--- src/rtl/ps2_pkg.sv ---
// Shared PS/2 keyboard constants and receiver state encoding.
package ps2_pkg;

  localparam logic [7:0] PS2_BREAK  = 8'hF0;
  localparam logic [7:0] PS2_EXT    = 8'hE0;

  localparam logic [7:0] KEY_ARRIBA = 8'h75;
  localparam logic [7:0] KEY_ABAJO  = 8'h72;
  localparam logic [7:0] KEY_IZQ    = 8'h6B;
  localparam logic [7:0] KEY_DER    = 8'h74;
  localparam logic [7:0] KEY_SUBIR  = 8'h73;
  localparam logic [7:0] KEY_SEL    = 8'h6C;

  typedef enum logic [1:0] {
    IDLE,
    DATA,
    PARITY,
    STOP
  } rx_state_t;

endpackage

--- src/rtl/ps2_receptor_teclado_filtro.sv ---
// Synchronizes ps2_clk/ps2_data and debounces the clock; fall pulses one cycle
// when the filtered clock drops (2 sync + FILT samples of latency, no backpressure).
module ps2_filtro #(
  parameter int FILT = 8
) (
  input  logic clk,
  input  logic rst,
  input  logic ps2_clk,
  input  logic ps2_data,
  output logic fall,
  output logic data_s
);

  localparam int CW = $clog2(FILT + 1);

  logic          clk_m;
  logic          clk_s;
  logic          dat_m;
  logic          clk_f;
  logic [CW-1:0] cnt;

  always_ff @(posedge clk) begin
    if (!rst) begin
      clk_m  <= 1'b1;
      clk_s  <= 1'b1;
      dat_m  <= 1'b1;
      data_s <= 1'b1;
      clk_f  <= 1'b1;
      cnt    <= '0;
      fall   <= 1'b0;
    end else begin
      clk_m  <= ps2_clk;
      clk_s  <= clk_m;
      dat_m  <= ps2_data;
      data_s <= dat_m;
      fall   <= 1'b0;
      // cnt counts consecutive samples disagreeing with the filtered level
      if (clk_s == clk_f) begin
        cnt <= '0;
      end else if (cnt == CW'(FILT - 1)) begin
        clk_f <= clk_s;
        cnt   <= '0;
        fall  <= clk_f;
      end else begin
        cnt <= cnt + 1'b1;
      end
    end
  end

endmodule

--- src/rtl/ps2_receptor_teclado.sv ---
// PS/2 device-to-host frame receiver: decodes scan codes, folds F0/E0 prefixes into flags.
// Outputs update the cycle after the stop-bit fall; no backpressure, frames cannot be stalled.
module ps2_receptor_teclado
  import ps2_pkg::*;
#(
  parameter int FILT    = 8,
  parameter int TIMEOUT = 100000,
  parameter int TW      = 17
) (
  input  logic       clk,
  input  logic       rst,
  input  logic       ps2_clk,
  input  logic       ps2_data,
  input  logic       rx_en,
  output logic [7:0] Cambio,
  output logic       got_data,
  output logic       break_flag,
  output logic       ext_flag,
  output logic       frame_err
);

  logic fall;
  logic data_s;

  ps2_filtro #(.FILT(FILT)) u_filtro (
    .clk      (clk),
    .rst      (rst),
    .ps2_clk  (ps2_clk),
    .ps2_data (ps2_data),
    .fall     (fall),
    .data_s   (data_s)
  );

  rx_state_t     state, state_n;
  logic [2:0]    bit_cnt, bit_cnt_n;
  logic [7:0]    sh, sh_n;
  logic          par, par_n;
  logic [TW-1:0] tmo, tmo_n;
  logic          byte_ok;
  logic          err;
  logic          pend_break;
  logic          pend_ext;

  always_ff @(posedge clk) begin
    if (!rst) begin
      state   <= IDLE;
      bit_cnt <= '0;
      sh      <= '0;
      par     <= 1'b0;
      tmo     <= '0;
    end else begin
      state   <= state_n;
      bit_cnt <= bit_cnt_n;
      sh      <= sh_n;
      par     <= par_n;
      tmo     <= tmo_n;
    end
  end

  always_comb begin
    state_n   = state;
    bit_cnt_n = bit_cnt;
    sh_n      = sh;
    par_n     = par;
    tmo_n     = tmo;
    byte_ok   = 1'b0;
    err       = 1'b0;
    if (state != IDLE && tmo == TW'(TIMEOUT)) begin
      state_n = IDLE;
      tmo_n   = '0;
      err     = 1'b1;
    end else begin
      tmo_n = (state == IDLE || fall) ? '0 : tmo + 1'b1;
      if (fall) begin
        case (state)
          IDLE: begin
            // rx_en only gates the start of a frame, never aborts one in progress
            if (rx_en) begin
              if (!data_s) begin
                state_n   = DATA;
                bit_cnt_n = '0;
              end else begin
                err = 1'b1;
              end
            end
          end
          DATA: begin
            sh_n[bit_cnt] = data_s;
            bit_cnt_n     = bit_cnt + 1'b1;
            if (bit_cnt == 3'd7) state_n = PARITY;
          end
          PARITY: begin
            par_n   = data_s;
            state_n = STOP;
          end
          STOP: begin
            state_n = IDLE;
            if (data_s && (^{sh, par})) byte_ok = 1'b1;
            else                        err     = 1'b1;
          end
          default: state_n = IDLE;
        endcase
      end
    end
  end

  always_ff @(posedge clk) begin
    if (!rst) begin
      Cambio     <= '0;
      got_data   <= 1'b0;
      break_flag <= 1'b0;
      ext_flag   <= 1'b0;
      frame_err  <= 1'b0;
      pend_break <= 1'b0;
      pend_ext   <= 1'b0;
    end else begin
      got_data  <= 1'b0;
      frame_err <= err;
      if (err) begin
        pend_break <= 1'b0;
        pend_ext   <= 1'b0;
      end else if (byte_ok) begin
        if (sh == PS2_BREAK) begin
          pend_break <= 1'b1;
        end else if (sh == PS2_EXT) begin
          pend_ext <= 1'b1;
        end else begin
          Cambio     <= sh;
          break_flag <= pend_break;
          ext_flag   <= pend_ext;
          got_data   <= 1'b1;
          pend_break <= 1'b0;
          pend_ext   <= 1'b0;
        end
      end
    end
  end

endmodule

--- config.mk ---
export PLATFORM = sky130hd
export DESIGN_NAME = ps2_receptor_teclado
export DESIGN_NICKNAME = d
export VERILOG_FILES = /design/src/rtl/ps2_pkg.sv /design/src/rtl/ps2_receptor_teclado_filtro.sv /design/src/rtl/ps2_receptor_teclado.sv
export SDC_FILE = /design/constraint.sdc
export NUM_CORES = 1
export LEC_CHECK = 0
export CAP_MARGIN = 20
export CORE_UTILIZATION = 45
export DETAILED_ROUTE_END_ITERATION = 12
export PLACE_DENSITY = 0.65
export SETUP_SLACK_MARGIN = 0.3
export SYNTH_ARGS = -nofsm -noshare
export SYNTH_HDL_FRONTEND = slang
export SYNTH_SLANG_ARGS = --single-unit
export TNS_END_PERCENT = 20
--- constraint.sdc ---
create_clock -name clk -period 2.35 [get_ports clk]
set_input_delay 0.5875 -clock clk [delete_from_list [all_inputs] [get_ports clk]]
set_output_delay 0.5875 -clock clk [all_outputs]
set_load 0.01 [all_outputs]
==> metrics.yaml, run 1 <==
status:
  status: "complete, no violations"
power_and_ir_drop:
  p_leak_nw: 1.08
  clkPwrFrac_pct: 34.7
  combPwrFrac_pct: 2.2
  pwr_density_cell_mw_per_mm2: 520
  switchingPower_uw: 326
  ir_drop_uv: 397
  pwr-share-seq_pct: 63.1
  p_int_mw: 1.16
  p_sw_share_pct: 21.9
finish:
  diodes: 0
  drive_gt1_share_pct: 8.68
  final_cell_area_mm2: 0.00286
  nets: 301
  area_growth_pct: 15.3
  final_core_util_pct: 54.9
sta:
  max_freq_mhz: 488
  finalClockSkew_ns: 0.00864
  final.setup.worst_slack_ns: 0.301
  finalSetupTns_ns: 0
  relSlewSlack_pct: 75.5
  fin_crit_ns: 2.05
  fin_hold_ws_ns: 0.415
  rsz0062_at_grt: "yes"
  worst_pin_slew_ns: 0.367
  finalMaxSlewViolations: 0
  setup_viol: 0
  hold_viol: 0
  period_share_pct: 87.2
clock_tree:
  clockBufferDepth: 2
  clkTransAtPathRegs_ns: 0.10
  cts.sinks: 55
  cts_root_buf: "clkbuf_8"
  insertion_delay_ns: 0.31
  cts_tree: "done"
  cts-buffers-inserted: 5
  htree_levels: 2
synth:
  yosysWarnings: 0
  avgSynthCellArea_um2: 9.24
  syn_inst: 268
  async_reset_ff_share_pct: 0
  netlist_area_mm2: 0.00248
  syn_nets: 282
  ys_types: 34
  ys_ff_latch: 55
  ys.flop_type: "dfxtp_1"
  synth_edf_count: 0
  synth_seq_area_share_pct: 44.4
placed_design:
  portBuffers: 16
  dpl_cell_area_mm2: 0.00270
  preCtsSetupSlack_ns: 0.147
  gp_congestion: 0.732
  hpwlAfterDp_um: 3110
floorplan:
  start_util_pct: 47.6
  die-area_mm2: 0.00581
  die_w_um: 76.2
  row_count: 26
  io_pins: 17
  die_h_um: 76.2
  core_region_area_mm2: 0.00520
critical_path:
  cp.arrival_ns: 2.29
  cp_max_fo: 6
  slowest_stage: "xnor3_1"
  cp-start-kind: "flip-flop"
  r2r_setup_slack_ns: 0.30
  r2r_start: "sh[6]"
  cpPeakStageDelay_ns: 0.43
  worstSetupPathType: "reg2reg"
  reg2reg_depth: 6
  crit_family: "XOR/XNOR gates"
  crit_buf_inv: 0
  required_ns: 2.59
  crit_path_cell_trace: "xnor2_2 -> xnor3_1 -> xnor2_1 -> o21a_2 -> and3b_4 -> mux2i_1"
  rr_endpoint: "break_flag"
  end_kind: "flip-flop"
route:
  wl_um: 4520
  drc_errors: 0
  viasPerCell: 4.97
  first_pass_iters: 4
  ant_nets: 0
  drt-wirelength-per-cell_um: 12.6
  num_vias: 1780
  drtIter0Drc: 47
global_routing:
  grt_overflow: 0
  grt_first_pass_wirelength_um: 7840
  grt_max_degree: 43
  grt_pass1_vias: 1762
  grt_usage_pct: 16.9
  antenna_found_initial: 0
min_path:
  hold_path_class: "reg2reg"
  min_path_cells: 1
  min_from: "u_filtro.clk_m"
  hold_end: "u_filtro.clk_s"
run:
  drv_cap: 0
## worst max-delay path by stage
stage,startpoint,endpoint,depth (start not counted)
6_report,sh[6],break_flag,6
5_1_grt,sh[6],ext_flag,6
4_1_cts,sh[4],Cambio[2],6
3_5_place_dp,sh[4],break_flag,6
3_3_place_gp,rx_en,Cambio[2],6
2_1_floorplan,sh[4],Cambio[0],7
## kinds of logic after synthesis
logic type / count (synthesis) / synth area share, %
AND/OR/NAND/NOR: 127 / 26.0
flip-flops: 55 / 44.4
XOR/XNOR: 25 / 9.39
multiplexers: 23 / 9.29
buffers and inverters: 18 / 3.28
AO/OA/AOI/OAI: 11 / 3.03
adder cells (fa/ha/maj): 9 / 4.55
## cell usage in the layout (no fill, tap or decap), types with 11 or more instances in the layout
| cell type | instances |
|---|---|
| clkdlybuf4s50_1 | 16 |
| dfxtp_1 | 51 |
| mux2i_1 | 23 |
| nand2_1 | 33 |
| nand3_1 | 13 |
| nor2_1 | 29 |
| nor2b_1 | 14 |
| xnor2_1 | 11 |
| xor2_1 | 12 |
## Yosys cell counts (all sizes together), types with 2 or more instances
library cell  instances  area, µm²
mux2i                23        230
xor2                 12        105
ha                    9        113
inv                   8       30.0
nand4                 7       43.8
dfxtp                55       1100
nor2                 29        109
buf                   3       25.0
and4                  2       17.5
nor3                  5       25.0
a21boi                2       15.0
nand2b                6       37.5
nor4b                 4       35.0
and2                  2       12.5
nand2                33        124
xnor2                12        105
nor2b                14       87.6
o21a                  2       16.3
nand3b                2       15.0
nand3                13       65.1
and3                  6       37.5
clkbuf                7       26.3
a21oi                 3       15.0
## per-stage QoR
stage                     instances  power [mW]
after floorplan                 268       0.979
after global placement          348       0.992
after detailed placement        348       0.992
after CTS                       357        1.51
after global routing            358        1.55
final                           358        1.48
## area by class of cell
cell class	instances	area [µm²]
well taps	70	87.6
inverters	8	30.0
clock buffers	6	72.6
fillers	498	2350
repair buffers	21	198
flip-flops and latches	55	1110
multi-input cells	196	1350
clock inverters	2	12.5
## sequential cells by signal (all words and copies together) (netlist names), 2 cells and up
register and cells:
tmo 17, Cambio 8, sh 8, u_filtro.cnt 4
bit_cnt 3, state 2
## what timing repair did
item	CTS	global route
hold buffers	0	0
setup buffers	0	1
setup endpoints to repair	28	38
resized for setup	4	10
hold endpoints to repair	0	0
gates cloned	1	0
pin swaps	1	5
## routing by layer
layer	up-vias	routed length [µm]	track usage [%]	part of all wire, %
li1	930	-	-	-
met5	-	0	0	0
met2	13	2160	28.5	48
met1	830	2190	20.6	48
met3	7	96	3.59	2.1
met4	0	73	7.50	1.6
## power groups by stage
stage | combinational [mW] | clock [mW] | sequential (mW)
after floorplan | 0.0211 | 0 | 0.958
after global placement | 0.0331 | 0 | 0.959
after detailed placement | 0.0335 | 0 | 0.959
after CTS | 0.0334 | 0.535 | 0.937
after global routing | 0.0365 | 0.572 | 0.937
final | 0.0329 | 0.515 | 0.936
(Power assumes the default switching activity.)
==> run 2: changes to the inputs <==
CORE_MARGIN = 8   (was default)
==> metrics.yaml, run 2 (synthesis gave the netlist of run 1 again) <==
sta:
  fin_hold_ws_ns: 0.413  # -0.00186 ns
  fin_crit_ns: 2.08  # +0.0288 ns
  hold_viol: 0  # unchanged
  relSlewSlack_pct: 75.3  # -0.24 points
  setup_viol: 0  # unchanged
  max_freq_mhz: 481  # -1.4%
  finalMaxSlewViolations: 0  # unchanged
  finalClockSkew_ns: 0.0128  # +0.00411 ns
  rsz0062_at_grt: "yes"
  worst_pin_slew_ns: 0.370  # +0.00361 ns
  final.setup.worst_slack_ns: 0.272  # -0.0288 ns
  period_share_pct: 88.4  # +1.2 points
  finalSetupTns_ns: 0  # unchanged
clock_tree:
  clockBufferDepth: 2  # unchanged
  cts-buffers-inserted: 5  # unchanged
  cts_root_buf: "clkbuf_8"
  cts_tree: "done"
  cts_setup_buffers: 0  # unchanged
  cts.sinks: 55  # unchanged
  insertion_delay_ns: 0.30  # about the same
  clkTransAtPathRegs_ns: 0.10  # about the same
  htree_levels: 2  # unchanged
  ctsHoldBuffers: 0  # unchanged
critical_path:
  cpPeakStageDelay_ns: 0.45  # +0.02 ns
  cp-start-kind: "flip-flop"
  crit_path_cell_trace: "xnor2_2 -> xnor3_1 -> xnor2_2 -> o21a_2 -> and3b_4 -> mux2i_1"
  end_kind: "flip-flop"
  crit_family: "XOR/XNOR gates"
  crit_top_cell: "xnor2_2"
  required_ns: 2.58  # about the same
  cp_max_fo: 6  # unchanged
  crit_buf_inv: 0  # unchanged
  worstSetupPathType: "reg2reg"
  slowest_stage: "xnor3_1"
  cp.arrival_ns: 2.31  # +0.02 ns
finish:
  nets: 300  # -0.33%
  reg.largest.list: "tmo (17), Cambio (8), sh (8)"
  final_common_cell: "dfxtp_1"
  diodes: 0  # unchanged
  fillCellCount: 516  # +3.6%
  top_register: "tmo"
  drive_gt1_share_pct: 8.36  # -0.32 points
  area_growth_pct: 16.1
  largest_reg_flops: 17  # unchanged
  layout_common_cells: "dfxtp_1 (51), nand2_1 (33), nor2_1 (29)"
run:
  drv_cap: 0  # unchanged
placed_design:
  gp_congestion: 0.782  # +6.9%
  preCtsSetupSlack_ns: 0.156  # +0.00864 ns
  portBuffers: 16  # unchanged
  hpwlAfterDp_um: 3050  # -1.9%
global_routing:
  grt_overflow: 0  # unchanged
  grt_max_degree: 43  # unchanged
  grt_usage_pct: 11.3  # -5.6 points
  grt_pass1_vias: 1654  # -6.1%
  antenna_found_initial: 0  # unchanged
  grt_first_pass_wirelength_um: 7740  # -1.2%
floorplan:
  io_pins: 17  # unchanged
  die-area_mm2: 0.00814  # +40%
  core_region_area_mm2: 0.00541  # +3.8%
  start_util_pct: 45.8  # -1.8 points
  die_h_um: 90.2  # +18%
  row_count: 27  # +3.8%
  die_w_um: 90.2  # +18%
status:
  status: "complete, no violations"
route:
  num_vias: 1762  # -1.0%
  drt-wirelength-per-cell_um: 12.3  # -2.6%
  viasPerCell: 4.91  # -1.3%
  first_pass_iters: 4  # unchanged
  drc_errors: 0  # unchanged
  wl_um: 4410  # -2.3%
  ant_nets: 0  # unchanged
  drtIter0Drc: 76  # +62%
power_and_ir_drop:
  pwr_density_cell_mw_per_mm2: 528  # +1.7%
  ir_drop_uv: 280  # -29%
  p_leak_nw: 1.08  # +0.58%
min_path:
  hold_path_class: "reg2reg"
[run 2: per-layer routing]
metal  vias to the layer above  wire, µm  track usage (%)
li1                        932         -                -
met2                        22      1830             16.7
met4                         0        29             4.02
met3                         2       136             3.41
met5                         -         0                0
met1                       806      2410             15.0
[run 2: final cells by class]
class	count	area, µm²	area share (%)
Sequential cell	55	1110	38.5
Clock buffer	8	100	3.48
Multi-Input combinational cell	196	1360	47.2
Tap cell	72	90.1	3.13
Timing Repair Buffer	20	190	6.61
Inverter	8	30.0	1.04
[run 2: what timing repair did]
item | CTS | global route
pin swaps | 1 | 4
gates resized for setup | 3 | 11
setup endpoints to repair | 11 | 30
cloned | 1 | 0
[run 2: where the power goes]
part / switching (mW) / internal, mW
combinational: 0.0180 / 0.0159
sequential: 0.00227 / 0.934
clock: 0.280 / 0.269
[run 2: worst paths after layout]
check / to / cells past startpoint / start / slack (ns)
hold / removal: u_filtro.clk_s / 1 / u_filtro.clk_m / 0.41
setup / recovery: Cambio[0] / 6 / sh[6] / 0.27
hold reg to reg: u_filtro.clk_s / 1 / u_filtro.clk_m / 0.41
setup reg to reg: Cambio[0] / 6 / sh[6] / 0.27
[run 2: through the flow]
step	power [mW]	std cells	util [%]	instance area, µm²
floorplan	0.979	268	-	2480
global placement	0.991	350	50.1	2710
detailed placement	0.992	350	50.1	2710
CTS	1.54	359	52.2	2820
global route	1.58	359	53.2	2880
finish	1.52	359	53.2	2880
==> run 3: changes to the inputs <==
CORE_UTILIZATION = 58   (was 45)
PLACE_DENSITY = 0.8   (was 0.65)
==> metrics.yaml, run 3 (synthesis gave the netlist of run 1 again) <==
status:
  status: "complete, no violations"
floorplan:
  die_h_um: 81.4  # -9.8%
  core_region_area_mm2: 0.00406  # -25%
  io_pins: 17  # unchanged
  die_w_um: 81.4  # -9.8%
  start_util_pct: 61.1  # +15 points
  row_count: 23  # -15%
  die-area_mm2: 0.00662  # -19%
global_routing:
  grtUsageMet1_pct: 17.4  # +2.4 points
  met3_usage_pct: 3.64  # +0.23 points
  grt_usage_pct: 14.0  # +2.7 points
  antenna_found_initial: 0  # unchanged
  grt_pass1_vias: 1656  # +0.12%
  use_met2_pct: 23.2  # +6.5 points
  grt_overflow: 0  # unchanged
  grt.busiest_layer: "met2"
  grt_first_pass_wirelength_um: 7470  # -3.6%
  grt_max_degree: 43  # unchanged
critical_path:
  cp-start-kind: "flip-flop"
  worstSetupPathType: "reg2reg"
  end_kind: "flip-flop"
  required_ns: 2.58  # about the same
  cp_max_fo: 6  # unchanged
  r2r_setup_slack_ns: 0.31  # +0.04 ns
  cp.arrival_ns: 2.27  # -0.04 ns
placed_design:
  portBuffers: 16  # unchanged
  hpwlAfterDp_um: 3070  # +0.56%
  gp_congestion: 0.834  # +6.7%
finish:
  final_common_cell: "dfxtp_1"
  top_register: "tmo"
  nets: 301  # +0.33%
  reg.largest.list: "tmo (17), Cambio (8), sh (8)"
  layout_common_cells: "dfxtp_1 (51), nand2_1 (33), nor2_1 (29)"
  largest_reg_flops: 17  # unchanged
  drive_gt1_share_pct: 7.34  # -1.0 points
  diodes: 0  # unchanged
  area_growth_pct: 13.2
route:
  wl_um: 4320  # -2.2%
  viasPerCell: 5.27  # +7.3%
  drt-wirelength-per-cell_um: 12.8  # +4.5%
  num_vias: 1770  # +0.45%
  ant_nets: 0  # unchanged
  drtIter0Drc: 91  # +20%
  drc_errors: 0  # unchanged
  first_pass_iters: 4  # unchanged
sta:
  worst_pin_slew_ns: 0.414  # +0.0435 ns
  max_freq_mhz: 490  # +1.9%
  finalMaxSlewViolations: 0  # unchanged
  finalClockSkew_ns: 0.00821  # -0.00454 ns
  setup_viol: 0  # unchanged
  relSlewSlack_pct: 72.4  # -2.9 points
  rsz0062_at_grt: "yes"
  period_share_pct: 86.8  # -1.6 points
  finalSetupTns_ns: 0  # unchanged
  fin_crit_ns: 2.04  # -0.0386 ns
  hold_viol: 0  # unchanged
power_and_ir_drop:
  combPwrFrac_pct: 2.1  # about the same
  p_leak_nw: 1.07  # -0.88%
  switchingPower_uw: 289  # -3.8%
  p_sw_share_pct: 20.1  # +0.35 points
  clkPwrFrac_pct: 32.7  # -3.5 points
  p_total_mw: 1.44  # -5.4%
  pwr_density_cell_mw_per_mm2: 512  # -3.0%
  p_int_mw: 1.15  # -5.9%
  pwr-share-seq_pct: 65.2  # +3.6 points
  ir_drop_uv: 414  # +48%
run:
  drv_cap: 0  # unchanged
clock_tree:
  htree_levels: 2  # unchanged
  ctsHoldBuffers: 0  # unchanged
  insertion_delay_ns: 0.30  # about the same
  cts_root_buf: "clkbuf_8"
  cts_tree: "done"
  clkTransAtPathRegs_ns: 0.09  # about the same
  cts-buffers-inserted: 5  # unchanged
  cts.sinks: 55  # unchanged
  clockBufferDepth: 2  # unchanged
min_path:
  hold_path_class: "reg2reg"
==> run 3: power groups by stage <==
stage	Clock (mW)	Combinational (mW)	Sequential (mW)
CTS	0.480	0.0295	0.938
floorplan	0	0.0211	0.958
global placement	0	0.0294	0.960
detailed placement	0	0.0296	0.960
finish	0.470	0.0297	0.937
global route	0.516	0.0323	0.938
==> run 3: what timing repair did <==
action	4_1_cts	5_1_grt
setup buffers	0	2
gates cloned	1	0
setup endpoints to repair	11	42
gates resized for setup	6	6
pin swaps	2	5
==> run 3: per-stage QoR <==
stage | instance area [µm²] | setup slack, ns | instances | util (%) | hold WS [ns]
final | 2800 | 0.311 | 336 | 69.1 | 0.411
after global routing | 2800 | 0.211 | 336 | 69.1 | 0.430
after CTS | 2770 | 0.293 | 334 | 68.2 | 0.415
after detailed placement | 2670 | 0.119 | 327 | 65.8 | 0.394
after global placement | 2670 | 0.248 | 327 | 65.8 | 0.392
after floorplan | 2480 | 0.347 | 268 | - | 0.386
==> run 3: critical path, stage by stage (launching register included) <==
cell and delay [ns]:
dfxtp_4 0.37, xor2_1 0.15, xnor3_1 0.44, xnor2_1 0.18, o21a_2 0.24, and3b_4 0.37, mux2i_1 0.22
==> run 3: path summary, 6_finish.rpt <==
| path | from | to | depth (start not counted) |
|---|---|---|---|
| worst max register to register | sh[4] | Cambio[3] | 6 |
| worst max-delay path | sh[4] | Cambio[3] | 6 |
| worst min-delay path | u_filtro.clk_m | u_filtro.clk_s | 1 |
| worst min register to register | u_filtro.clk_m | u_filtro.clk_s | 1 |
==> run 3: metal layers <==
layer / part of all wire [%] / vias to the layer above
met2: 49 / 25
li1: - / 935
met1: 47 / 805
met5: 0 / -
met4: 1.1 / 0
met3: 3.3 / 5
==> run 3: layout make-up <==
cell class | count | area [µm²]
fill | 316 | 1250
timing repair buffer | 21 | 198
tap | 50 | 62.6
sequential | 55 | 1110
clock buffer | 6 | 72.6
inverter | 8 | 30.0
multi-input combinational | 196 | 1330
